[src/rtl/uart_rx_pkg.sv]
// Shared 8N1 frame-format constants for the UART transmitter/receiver pair.
// Both ends import this package so their framing cannot drift apart.
package uart_rx_pkg;

  localparam int DEFAULT_CLOCK_FREQ = 50_000_000;
  localparam int DEFAULT_BAUD_RATE  = 1_000_000;

  localparam int   DATA_BITS  = 8;
  localparam int   START_BITS = 1;
  localparam int   STOP_BITS  = 1;
  localparam logic LINE_IDLE  = 1'b1;
  localparam int   BAUD_CNT_W = 13;

  function automatic int clocks_per_bit(input int clock_freq, input int baud_rate);
    return clock_freq / baud_rate;
  endfunction

endpackage

[src/rtl/sync_2ff.sv]
// Two-flop synchroniser for a single asynchronous input.
// The reset value lets callers preload the line's idle level.
module sync_2ff #(
  parameter logic RESET_VAL = 1'b0
) (
  input  logic clk,
  input  logic reset,
  input  logic d_i,
  output logic q_o
);

  logic s1_q;
  logic s2_q;

  always_ff @(posedge clk) begin
    if (reset) begin
      s1_q <= RESET_VAL;
      s2_q <= RESET_VAL;
    end else begin
      s1_q <= d_i;
      s2_q <= s1_q;
    end
  end

  assign q_o = s2_q;

endmodule

[src/rtl/uart_rx.sv]
// 8N1 UART receiver: start qualified at mid-bit, data sampled at bit centres,
// stop bit checked; one-cycle rx_valid per good byte or frame_err per bad stop.
module uart_rx
  import uart_rx_pkg::*;
#(
  parameter int CLOCK_FREQ = DEFAULT_CLOCK_FREQ,
  parameter int BAUD_RATE  = DEFAULT_BAUD_RATE
) (
  input  logic       clk,
  input  logic       reset,
  input  logic       rx,
  output logic [7:0] rx_data,
  output logic       rx_valid,
  output logic       rx_busy,
  output logic       frame_err,
  output logic [2:0] dbg_state_o
);

  localparam int BAUD_TICK = clocks_per_bit(CLOCK_FREQ, BAUD_RATE);
  localparam int HALF_TICK = BAUD_TICK / 2;

  localparam logic [BAUD_CNT_W-1:0] BAUD_LAST = BAUD_CNT_W'(BAUD_TICK - 1);
  localparam logic [BAUD_CNT_W-1:0] HALF_LAST = BAUD_CNT_W'(HALF_TICK - 1);
  localparam logic [2:0]            LAST_BIT  = 3'(DATA_BITS - 1);

  localparam logic [2:0] S_IDLE      = 3'd0;
  localparam logic [2:0] S_START     = 3'd1;
  localparam logic [2:0] S_DATA      = 3'd2;
  localparam logic [2:0] S_STOP      = 3'd3;
  localparam logic [2:0] S_WAIT_IDLE = 3'd4;

  logic                  rx_s;
  logic [2:0]            state_q, state_d;
  logic [BAUD_CNT_W-1:0] baud_q, baud_d;
  logic [2:0]            bit_q, bit_d;
  logic [7:0]            shift_q, shift_d;
  logic [7:0]            data_q, data_d;
  logic                  valid_q, valid_d;
  logic                  ferr_q, ferr_d;
  logic                  busy_q, busy_d;

  sync_2ff #(.RESET_VAL(LINE_IDLE)) u_sync (
    .clk   (clk),
    .reset (reset),
    .d_i   (rx),
    .q_o   (rx_s)
  );

  always_comb begin
    state_d = state_q;
    baud_d  = baud_q;
    bit_d   = bit_q;
    shift_d = shift_q;
    data_d  = data_q;
    valid_d = 1'b0;
    ferr_d  = 1'b0;
    case (state_q)
      S_IDLE: begin
        baud_d = '0;
        bit_d  = '0;
        if (!rx_s) state_d = S_START;
      end
      S_START: begin
        if (baud_q == HALF_LAST) begin
          baud_d = '0;
          // A line that is high again at mid-start was a glitch, not a frame.
          if (!rx_s) begin
            state_d = S_DATA;
            bit_d   = '0;
          end else begin
            state_d = S_IDLE;
          end
        end else begin
          baud_d = baud_q + 1'b1;
        end
      end
      S_DATA: begin
        if (baud_q == BAUD_LAST) begin
          baud_d         = '0;
          shift_d[bit_q] = rx_s;
          if (bit_q == LAST_BIT) state_d = S_STOP;
          else                   bit_d   = bit_q + 1'b1;
        end else begin
          baud_d = baud_q + 1'b1;
        end
      end
      S_STOP: begin
        if (baud_q == BAUD_LAST) begin
          baud_d = '0;
          if (rx_s) begin
            data_d  = shift_q;
            valid_d = 1'b1;
            state_d = S_IDLE;
          end else begin
            ferr_d  = 1'b1;
            state_d = S_WAIT_IDLE;
          end
        end else begin
          baud_d = baud_q + 1'b1;
        end
      end
      S_WAIT_IDLE: begin
        // Hold off until the line recovers so a break is not read as 0x00 frames.
        baud_d = '0;
        if (rx_s) state_d = S_IDLE;
      end
      default: begin
        state_d = S_IDLE;
        baud_d  = '0;
        bit_d   = '0;
      end
    endcase
    busy_d = (state_d != S_IDLE);
  end

  always_ff @(posedge clk) begin
    if (reset) begin
      state_q <= S_IDLE;
      baud_q  <= '0;
      bit_q   <= '0;
      shift_q <= '0;
      data_q  <= '0;
      valid_q <= 1'b0;
      ferr_q  <= 1'b0;
      busy_q  <= 1'b0;
    end else begin
      state_q <= state_d;
      baud_q  <= baud_d;
      bit_q   <= bit_d;
      shift_q <= shift_d;
      data_q  <= data_d;
      valid_q <= valid_d;
      ferr_q  <= ferr_d;
      busy_q  <= busy_d;
    end
  end

  assign rx_data     = data_q;
  assign rx_valid    = valid_q;
  assign rx_busy     = busy_q;
  assign frame_err   = ferr_q;
  assign dbg_state_o = state_q;

endmodule

[config.mk]
export PLATFORM = sky130hd
export DESIGN_NAME = uart_rx
export DESIGN_NICKNAME = d
export VERILOG_FILES = /design/src/rtl/uart_rx_pkg.sv /design/src/rtl/sync_2ff.sv /design/src/rtl/uart_rx.sv
export SDC_FILE = /design/constraint.sdc
export NUM_CORES = 1
export LEC_CHECK = 0
export CORE_MARGIN = 5
export CORE_UTILIZATION = 39
export CTS_BUF_LIST = sky130_fd_sc_hd__clkbuf_8 sky130_fd_sc_hd__clkbuf_16
export DETAILED_ROUTE_END_ITERATION = 8
export GPL_TIMING_DRIVEN = 0
export PLACE_DENSITY = 0.56
export SLEW_MARGIN = 0
export SYNTH_ARGS = -nofsm -noshare
export SYNTH_HDL_FRONTEND = slang
export SYNTH_SLANG_ARGS = --single-unit
[constraint.sdc]
create_clock -name clk -period 4.6 [get_ports clk]
set_input_delay 1.38 -clock clk [delete_from_list [all_inputs] [get_ports clk]]
set_output_delay 1.38 -clock clk [all_outputs]
set_load 0.02 [all_outputs]
==> flow_summary.json <==
{
  "rrSetupSlack_ps": 2620,
  "htreeDepth": 2,
  "grt_pass1_wl_um": 6168,
  "synth_edf_count": 0,
  "yosysWarningCount": 0,
  "ys_ff_latch": 40,
  "syn-cell-area_um2": 1909,
  "syn_nets": 209,
  "dpl_worst_slack_ps": 1584,
  "grt_max_degree": 14,
  "layout-drive-gt1-share": 0.1022,
  "rsz0062_at_grt": "false",
  "via_per_inst": 4.932,
  "cts_resized": 0,
  "die_area_um2": 6395,
  "core_um2": 4723,
  "drtIter0Drc": 74,
  "drc": 0,
  "syn_area_per_cell_um2": 9.499,
  "vdd_ir_drop_max_mv": 0.1503,
  "p_leak_nw": 0.8691,
  "fp.dieH_um": 79.97,
  "yosys.area.top_type": "dfxtp_1",
  "timing.final.max_slew_violations": 0,
  "worstPathArrival_ps": 1330,
  "antenna_found_initial": 0,
  "fp.dieW_um": 79.97,
  "cts_root_buffer": "clkbuf_8",
  "synthTopCellsByArea": "dfxtp_1 (42%), mux2i_1 (8.9%), nor2_1 (6.1%), nand2b_1 (4.9%), xnor2_1 (4.6%)",
  "seq_area_frac_synth": 0.4194,
  "max_freq_ghz": 0.3692,
  "critPathBufInv": 1,
  "hold_buffers": 0,
  "cp_num_cells": 1,
  "numCtsBuffers": 5,
  "path_delay_family": "buffers and inverters",
  "overflow": 0,
  "fp-row-count": 25,
  "cpPeakStageDelay_ps": 630,
  "critPathLaunch": "dbg_state_o[1]",
  "synth_commonest_cells": "dfxtp_1 (40), nor2_1 (31), mux2i_1 (17), nand2b_1 (15), xnor2_1 (10)",
  "io_pins": 17,
  "cap_violations": 0,
  "fin_skew_ps": 8.231,
  "post-place-cells": 284,
  "fin_total_pwr_mw": 0.6633,
  "io_buffers": 16,
  "layout.cells.non_filler": 292,
  "placed_area_um2": 2153,
  "synth_ff_type": "dfxtp_1",
  "final.setup.worst_slack_ps": 1892,
  "fin_crit_sh": 0.5888,
  "layout.nets": 232,
  "worst_pin_slew_ps": 512.5,
  "end_kind": "primary output",
  "endpoint": "dbg_state_o[1]",
  "synthArstFlopShare": 0,
  "path_max_fanout": 5,
  "cts_setup_buffers": 0,
  "hold_viol": 0,
  "setup_viol": 0,
  "ant_nets": 0,
  "synth.top_cell.area_share": 0.4194,
  "reg2reg_from": "baud_q[2]",
  "vias": 1440,
  "firstDrtPassIters": 4,
  "netlist_instances": 201,
  "layout_min_cycle_time_ps": 2708,
  "grt_pass1_vias": 1382,
  "worst_skew_pair.late_latency_ps": 290,
  "start_kind": "flip-flop",
  "hp-class": "flip-flop to flip-flop",
  "path_class": "flip-flop to primary output",
  "wl_per_cell_um": 12.21,
  "worstRegToRegCells": 5,
  "p_per_area_nw_per_um2": 292.9,
  "gp_congestion": 0.8102,
  "synth.most_common_cell": "dfxtp_1",
  "slew_headroom": 0.6558,
  "clk_pin_slew_ps": 80,
  "synth_cell_type_count": 43,
  "diodes": 0,
  "grt_usage": 0.1248,
  "status": "finished clean",
  "syn2layout_area_growth_pct": 18.61,
  "initial_core_util": 0.4042,
  "cp_slowest_cell": "clkdlybuf4s50_1",
  "postLayoutCellArea_um2": 2265,
  "crit_chain": "clkdlybuf4s50_1",
  "cts_tree": "done",
  "cts.sinks": 40,
  "r2r-end": "baud_q[11]",
  "wl_um": 3564,
  "final.setup.tns_ps": 0,
  "cp.required_ps": 3220,
  "hpwl_um": 2593,
  "cts.path.max_buffers": 2
}
[area by class of cell]
| class | instances | area (um^2) |
|---|---|---|
| sequential | 40 | 800.8 |
| timing repair buffer | 16 | 160.2 |
| inverter | 7 | 26.28 |
| buffer | 12 | 52.55 |
| fill | 469 | 2459 |
| tap | 67 | 83.83 |
| clock inverter | 3 | 42.54 |
| clock buffer | 5 | 68.82 |
| multi-input combinational | 142 | 1030 |
[routing by layer]
metal | track usage | wire [um] | vias to the layer above
met5 | 0 | 0 | -
met4 | 0.05068 | 55 | 0
met3 | 0.04289 | 147 | 5
met2 | 0.2144 | 1727 | 17
met1 | 0.1400 | 1633 | 668
li1 | - | - | 750
[registers in the layout, indices dropped and copies added, names as in the netlist]
name / cells
baud_q: 13
bit_q: 3
dbg_state_o: 3
frame_err: 1
rx_busy: 1
rx_data: 8
rx_valid: 1
shift_q: 8
u_sync.q_o: 1
u_sync.s1_q: 1
[worst min-delay path by stage]
stage	slack (ps)	end	from	depth (start not counted)
after floorplan	390	u_sync.q_o	u_sync.s1_q	1
after global placement	400	u_sync.q_o	u_sync.s1_q	1
after detailed placement	400	u_sync.q_o	u_sync.s1_q	1
after CTS	430	u_sync.q_o	u_sync.s1_q	1
after global routing	450	u_sync.q_o	u_sync.s1_q	1
final	430	u_sync.q_o	u_sync.s1_q	1
[cells in the final DEF (no fill, tap or decap), drive strengths merged, types with 4 or more instances in the layout]
cell type,count
nand3,8
nand4,5
dfxtp,40
buf,5
xnor2,10
inv,7
nor4,4
clkbuf,12
clkdlybuf4s50,16
nand2b,15
ha,5
nor2,31
mux2i,17
nor3,6
[report_power, final]
part           internal [mW]  switching (mW)
combinational         0.0110          0.0149
sequential             0.348         0.00123
clock                  0.161           0.128
total                  0.520           0.144
[stage by stage]
| stage | utilization | hold WS, ps |
|---|---|---|
| after floorplan | - | 389.5 |
| after global placement | 0.4559 | 396.1 |
| after detailed placement | 0.4559 | 401.5 |
| after CTS | 0.4795 | 429.5 |
| after global routing | 0.4795 | 445.3 |
| final | 0.4795 | 428.6 |
[cells by family (layout without fill, tap and decap cells)]
family,count (synthesis),count (layout),synth area share
mux,17,17,0.08912
simple gates,92,92,0.2929
xor+xnor,11,11,0.05046
fa+ha+maj,5,5,0.03277
buf+inv,19,43,0.04129
flops,40,40,0.4194
compound gates,17,17,0.07405
(Power assumes the default switching activity.)
==> edit 1 (config.mk and constraints unchanged) <==
The package constant `BAUD_CNT_W` goes from 13 to 26.
--- a/src/rtl/uart_rx_pkg.sv
+++ b/src/rtl/uart_rx_pkg.sv
@@ -10,5 +10,5 @@
   localparam int   STOP_BITS  = 1;
   localparam logic LINE_IDLE  = 1'b1;
-  localparam int   BAUD_CNT_W = 13;
+  localparam int   BAUD_CNT_W = 26;
 
   function automatic int clocks_per_bit(input int clock_freq, input int baud_rate);
Behaviour: no difference found for any inputs over 10 cycles, from zero or initial values and one cycle with reset high; that may be too few to reach the edited logic, so the function may still have changed.
==> edit 1 against the unedited design <==
Sequential cell count up 13; largest cell class unchanged; wire length up 44%; area after synthesis up 33%; clock skew up 0.00082 ns; via count up 41%; total power up 15%; worst setup slack better by 0.019 ns; die area up 29%; global-route usage up 0.089 points; design area up 27%; critical path depth unchanged; final cell count up 33%.
==> edit 1: results (changes against the unedited design) <==
stage	metric	value	unit	change
setup_path	Crit path max-delay family	buffers and inverters		
logic_synthesis	Seq/Total Area, Yosys	0.417		-0.00248
finish	layout cells sized above 1	0.0900		-0.0122
logic_synthesis	Syn Nets	296		+42%
setup_path	CP Data Arrival Time	1.31	ns	-0.02 ns
global_routing	largest net degree at the start of global routing	19		+5
logic_synthesis	Post-synth ARST share	0		unchanged
finish	max reg flops	26		+13
logic_synthesis	Synth Flop Type	dfxtp_1		
clock_network	clock-pin slew on the worst setup and hold paths	0.09	ns	
routing	1st-iter DRT viols	110		+49%
global_routing	Total GRT Usage	0.126		+0.000889
global_routing	via count of the first global-routing pass	1805		+31%
sta	clock skew	0.00906	ns	+0.000825 ns
power	maximum VDD drop	0.124	mV	-18%
clock_network	worst-skew pair later-pin latency	0.31	ns	+0.02 ns
placed_design	DP Worst Slack	2.26	ns	+0.675 ns
logic_synthesis	synth warn	0		unchanged
setup_path	CP max FO	4		-1
placed_design	gpl congestion	0.863		+6.5%
routing	routed vias	2027		+41%
placed_design	Buffers on Ports	15		-1
placed_design	hpwl dp	3.63	mm	+40%
clock_network	Post-CTS Setup Bufs	0		unchanged
logic_synthesis	Synth area leaders	dfxtp_1 (42%), nor2_1 (6.3%), xnor2_1 (5.5%)		
logic_synthesis	Post-synth top cells	dfxtp_1 (53), nor2_1 (43), xnor2_1 (16), nand4_1 (15)		
global_routing	first-pass GRT wire length	8.74	mm	+42%
logic_synthesis	Synth cell types	50		+16%
finish	Final #Nets	318		+37%
placed_design	Area after DPL	0.00279	mm^2	+30%
sta	Worst-Margin Slew	0.580	ns	+0.0673 ns
worst_hold_path	Worst Hold Class	reg -> reg		
clock_network	Resize count post-CTS	0		unchanged
power	leak pwr	0.947	nW	+8.9%
run_status	outcome	complete, no violations		
routing	routed len/inst	13.2	um	+8.3%
[edit 1: kinds of logic (layout without fill, tap and decap cells)]
family          count (synthesis)  in the layout  synth area share
simple gates                  133            133             0.294
flops                          53             53             0.417
compound gates                 37             37            0.0900
buf+inv                        28             51            0.0605
xor+xnor                       24             24            0.0826
mux                             8              8            0.0315
fa+ha+maj                       5              5            0.0246
[edit 1: final cells by class]
cell class              instances  area, um^2
plain buffers                  15         105
clock buffers                   5        68.8
clock inverters                 3        26.3
fillers                       647        3460
inverters                      13        48.8
multi-input cells             207        1330
flip-flops and latches         53        1060
well taps                      77        96.3
repair buffers                 15         150
[edit 1: report_power, final]
| part | total [W] | internal [W] | switching [W] |
|---|---|---|---|
| Combinational | 0.0000249 | 0.0000103 | 0.0000146 |
| Sequential | 0.000462 | 0.000461 | 0.00000126 |
| Clock | 0.000274 | 0.000111 | 0.000163 |
[edit 1: metrics by stage]
step | cells | utilization
after detailed placement | 380 | 0.440
after global placement | 380 | 0.440
after global routing | 388 | 0.455
after floorplan | 288 | -
after CTS | 388 | 0.455
final | 388 | 0.455
[edit 1: per-layer routing]
layer	global-route usage	up-vias	routed length, um
met5	0	-	0
li1	-	1054	-
met4	0.0330	0	59
met1	0.193	940	2720
met2	0.174	29	2150
met3	0.0283	4	200
[edit 1: worst paths after layout]
path | to | from | cells past startpoint | slack (ns)
setup / recovery | dbg_state_o[2] | dbg_state_o[2] | 1 | 1.91
hold / removal | u_sync.q_o | u_sync.s1_q | 1 | 0.43
setup reg to reg | baud_q[22] | baud_q[7] | 7 | 2.35
hold reg to reg | u_sync.q_o | u_sync.s1_q | 1 | 0.43
==> edit 2 (same settings) <==
Made on the original files. Make the reset (`reset`) asynchronous in 2 clocked blocks.
--- a/src/rtl/sync_2ff.sv
+++ b/src/rtl/sync_2ff.sv
@@ -13,5 +13,5 @@
   logic s2_q;
 
-  always_ff @(posedge clk) begin
+  always_ff @(posedge clk or posedge reset) begin
     if (reset) begin
       s1_q <= RESET_VAL;
--- a/src/rtl/uart_rx.sv
+++ b/src/rtl/uart_rx.sv
@@ -114,5 +114,5 @@
   end
 
-  always_ff @(posedge clk) begin
+  always_ff @(posedge clk or posedge reset) begin
     if (reset) begin
       state_q <= S_IDLE;
Function: differs if reset is asserted again (counterexample within 4 cycles, from zero or initial values and one cycle with reset high); with reset held inactive, the same outputs for 10 cycles.
==> edit 2 against the unedited design <==
Hold slack lost 0.067 ns; synthesized cell count decreased by 17%; sequential cell count unchanged; worst setup slack lost 0.12 ns; wire length barely moved; via count is 9.4% lower; count of clock-buffer cells in the layout stayed put; area after synthesis grew 0.72%; design area is 2.7% higher; critical path type unchanged; critical endpoint unchanged; largest cell class is now flip-flops and latches.
Power is not compared: it rests on default switching activity, and its combinational part moved more than twofold at a synthesized area within 25%.
==> edit 2: results (changes against the unedited design) <==
stage	metric	value	unit	change
setup_path	R2R cell count	4		-1
clock_network	worst-skew pair later-pin latency	0.29	ns	about the same
global_routing	met2 usage	0.220		+0.00579
setup_path	Crit path max-delay family	buffers and inverters		
global_routing	Total GRT Usage	0.130		+0.00486
setup_path	CP max stage cell	clkdlybuf4s50_1		
routing	1st-iter DRT viols	116		+57%
global_routing	largest net degree at the start of global routing	41		+27
global_routing	via count of the first global-routing pass	1340		-3.0%
setup_path	worst r2r src	baud_q[2]		
logic_synthesis	Seq/Total Area, Yosys	0.522		+0.102
setup_path	launch point of the worst path	dbg_state_o[1]		
finish	fin cells	258		-12%
routing	met3 WL	117	um	-20%
placed_design	DP Worst Slack	2.09	ns	+0.503 ns
finish	register area	0.00100	mm^2	+25%
placed_design	hpwl dp	2.53	mm	-2.6%
setup_path	FF-to-FF End	shift_q[4]		
finish	max reg flops	13		unchanged
run_status	outcome	complete, no violations		
finish	layout cells sized above 1	0.162		+0.0601
logic_synthesis	Synth cell types	36		-16%
global_routing	met1 global-route usage	0.158		+0.0182
sta	final period utilization	0.616		+0.0270
logic_synthesis	Syn Nets	175		-16%
sta	Slew headroom	0.456		-0.199
logic_synthesis	Post-synth ARST share	1.00		+1.00
setup_path	reg2reg setup slack	2.41	ns	-0.21 ns
setup_path	CP Data Arrival Time	1.45	ns	+0.12 ns
routing	WL met2	1.81	mm	+4.9%
placed_design	placed instance count	250		-12%
logic_synthesis	Synth area leaders	dfrtp_1 (49%), mux2_4 (6.2%), nor2_1 (4.7%)		
logic_synthesis	Post-synth top cells	dfrtp_1 (38), nor2_1 (24), inv_1 (8), mux2_4 (8), xnor2_1 (8)		
global_routing	GRT met3 Usage	0.0370		-0.00589
routing	Via density	5.05		+2.5%
finish	fill count	449		-4.3%
finish	Final #Nets	198		-15%
routing	routed len/inst	13.8	um	+13%
setup_path	CP max FO	9		+4
global_routing	first-pass GRT wire length	6.48	mm	+5.0%
sta	clock skew	0.00690	ns	-0.00133 ns
routing	wl on met1	1.59	mm	-2.4%
setup_path	max incr delay on CP	0.66	ns	+0.03 ns
setup_path	CP endpoint kind	primary output		
placed_design	Area after DPL	0.00217	mm^2	+0.64%
routing	first drt pass iteration count	4		unchanged
logic_synthesis	Cells after Synth	167		-17%
placed_design	gpl congestion	0.889		+9.7%
[edit 2: cell count changes after synthesis, sizes merged, moves of 3 or more]
cell | unedited run | this run
a22o | 0 | 3
clkbuf | 7 | 3
nor4 | 4 | 9
nor2 | 31 | 24
mux2 | 0 | 18
buf | 5 | 2
dfxtp | 40 | 0
mux2i | 17 | 0
nand2b | 15 | 2
dfrtp | 0 | 38
nand2 | 3 | 6
o2bb2ai | 3 | 0
[edit 2: cells by family after synthesis]
kind of cell | synth area share
flops | 0.522
buf+inv | 0.0280
compound gates | 0.0495
mux | 0.121
xor+xnor | 0.0501
fa+ha+maj | 0.0325
simple gates | 0.197
[edit 2: worst min-delay path by stage]
stage,endpoint,slack [ns],startpoint,depth (start not counted)
floorplan,u_sync.q_o,0.35,u_sync.s1_q,0
global placement,u_sync.q_o,0.35,u_sync.s1_q,0
detailed placement,u_sync.q_o,0.35,u_sync.s1_q,0
CTS,u_sync.q_o,0.36,u_sync.s1_q,0
global route,u_sync.q_o,0.37,u_sync.s1_q,0
finish,u_sync.q_o,0.36,u_sync.s1_q,0
[edit 2: area by class of cell]
cell class | count | area share
clock inverter | 3 | 0.0387
sequential | 40 | 0.431
inverter | 8 | 0.0129
clock buffer | 5 | 0.0296
tap | 67 | 0.0360
buffer | 5 | 0.0102
multi-input combinational | 114 | 0.372
timing repair buffer | 16 | 0.0689
[edit 2: power groups by stage]
| stage | Clock (W) | Sequential [W] | Combinational (W) |
|---|---|---|---|
| global route | 0.000423 | 0.000389 | 0.0000857 |
| global placement | 0 | 0.000392 | 0.0000748 |
| floorplan | 0 | 0.000391 | 0.0000546 |
| finish | 0.000396 | 0.000385 | 0.0000756 |
| CTS | 0.000406 | 0.000385 | 0.0000772 |
| detailed placement | 0 | 0.000392 | 0.0000765 |
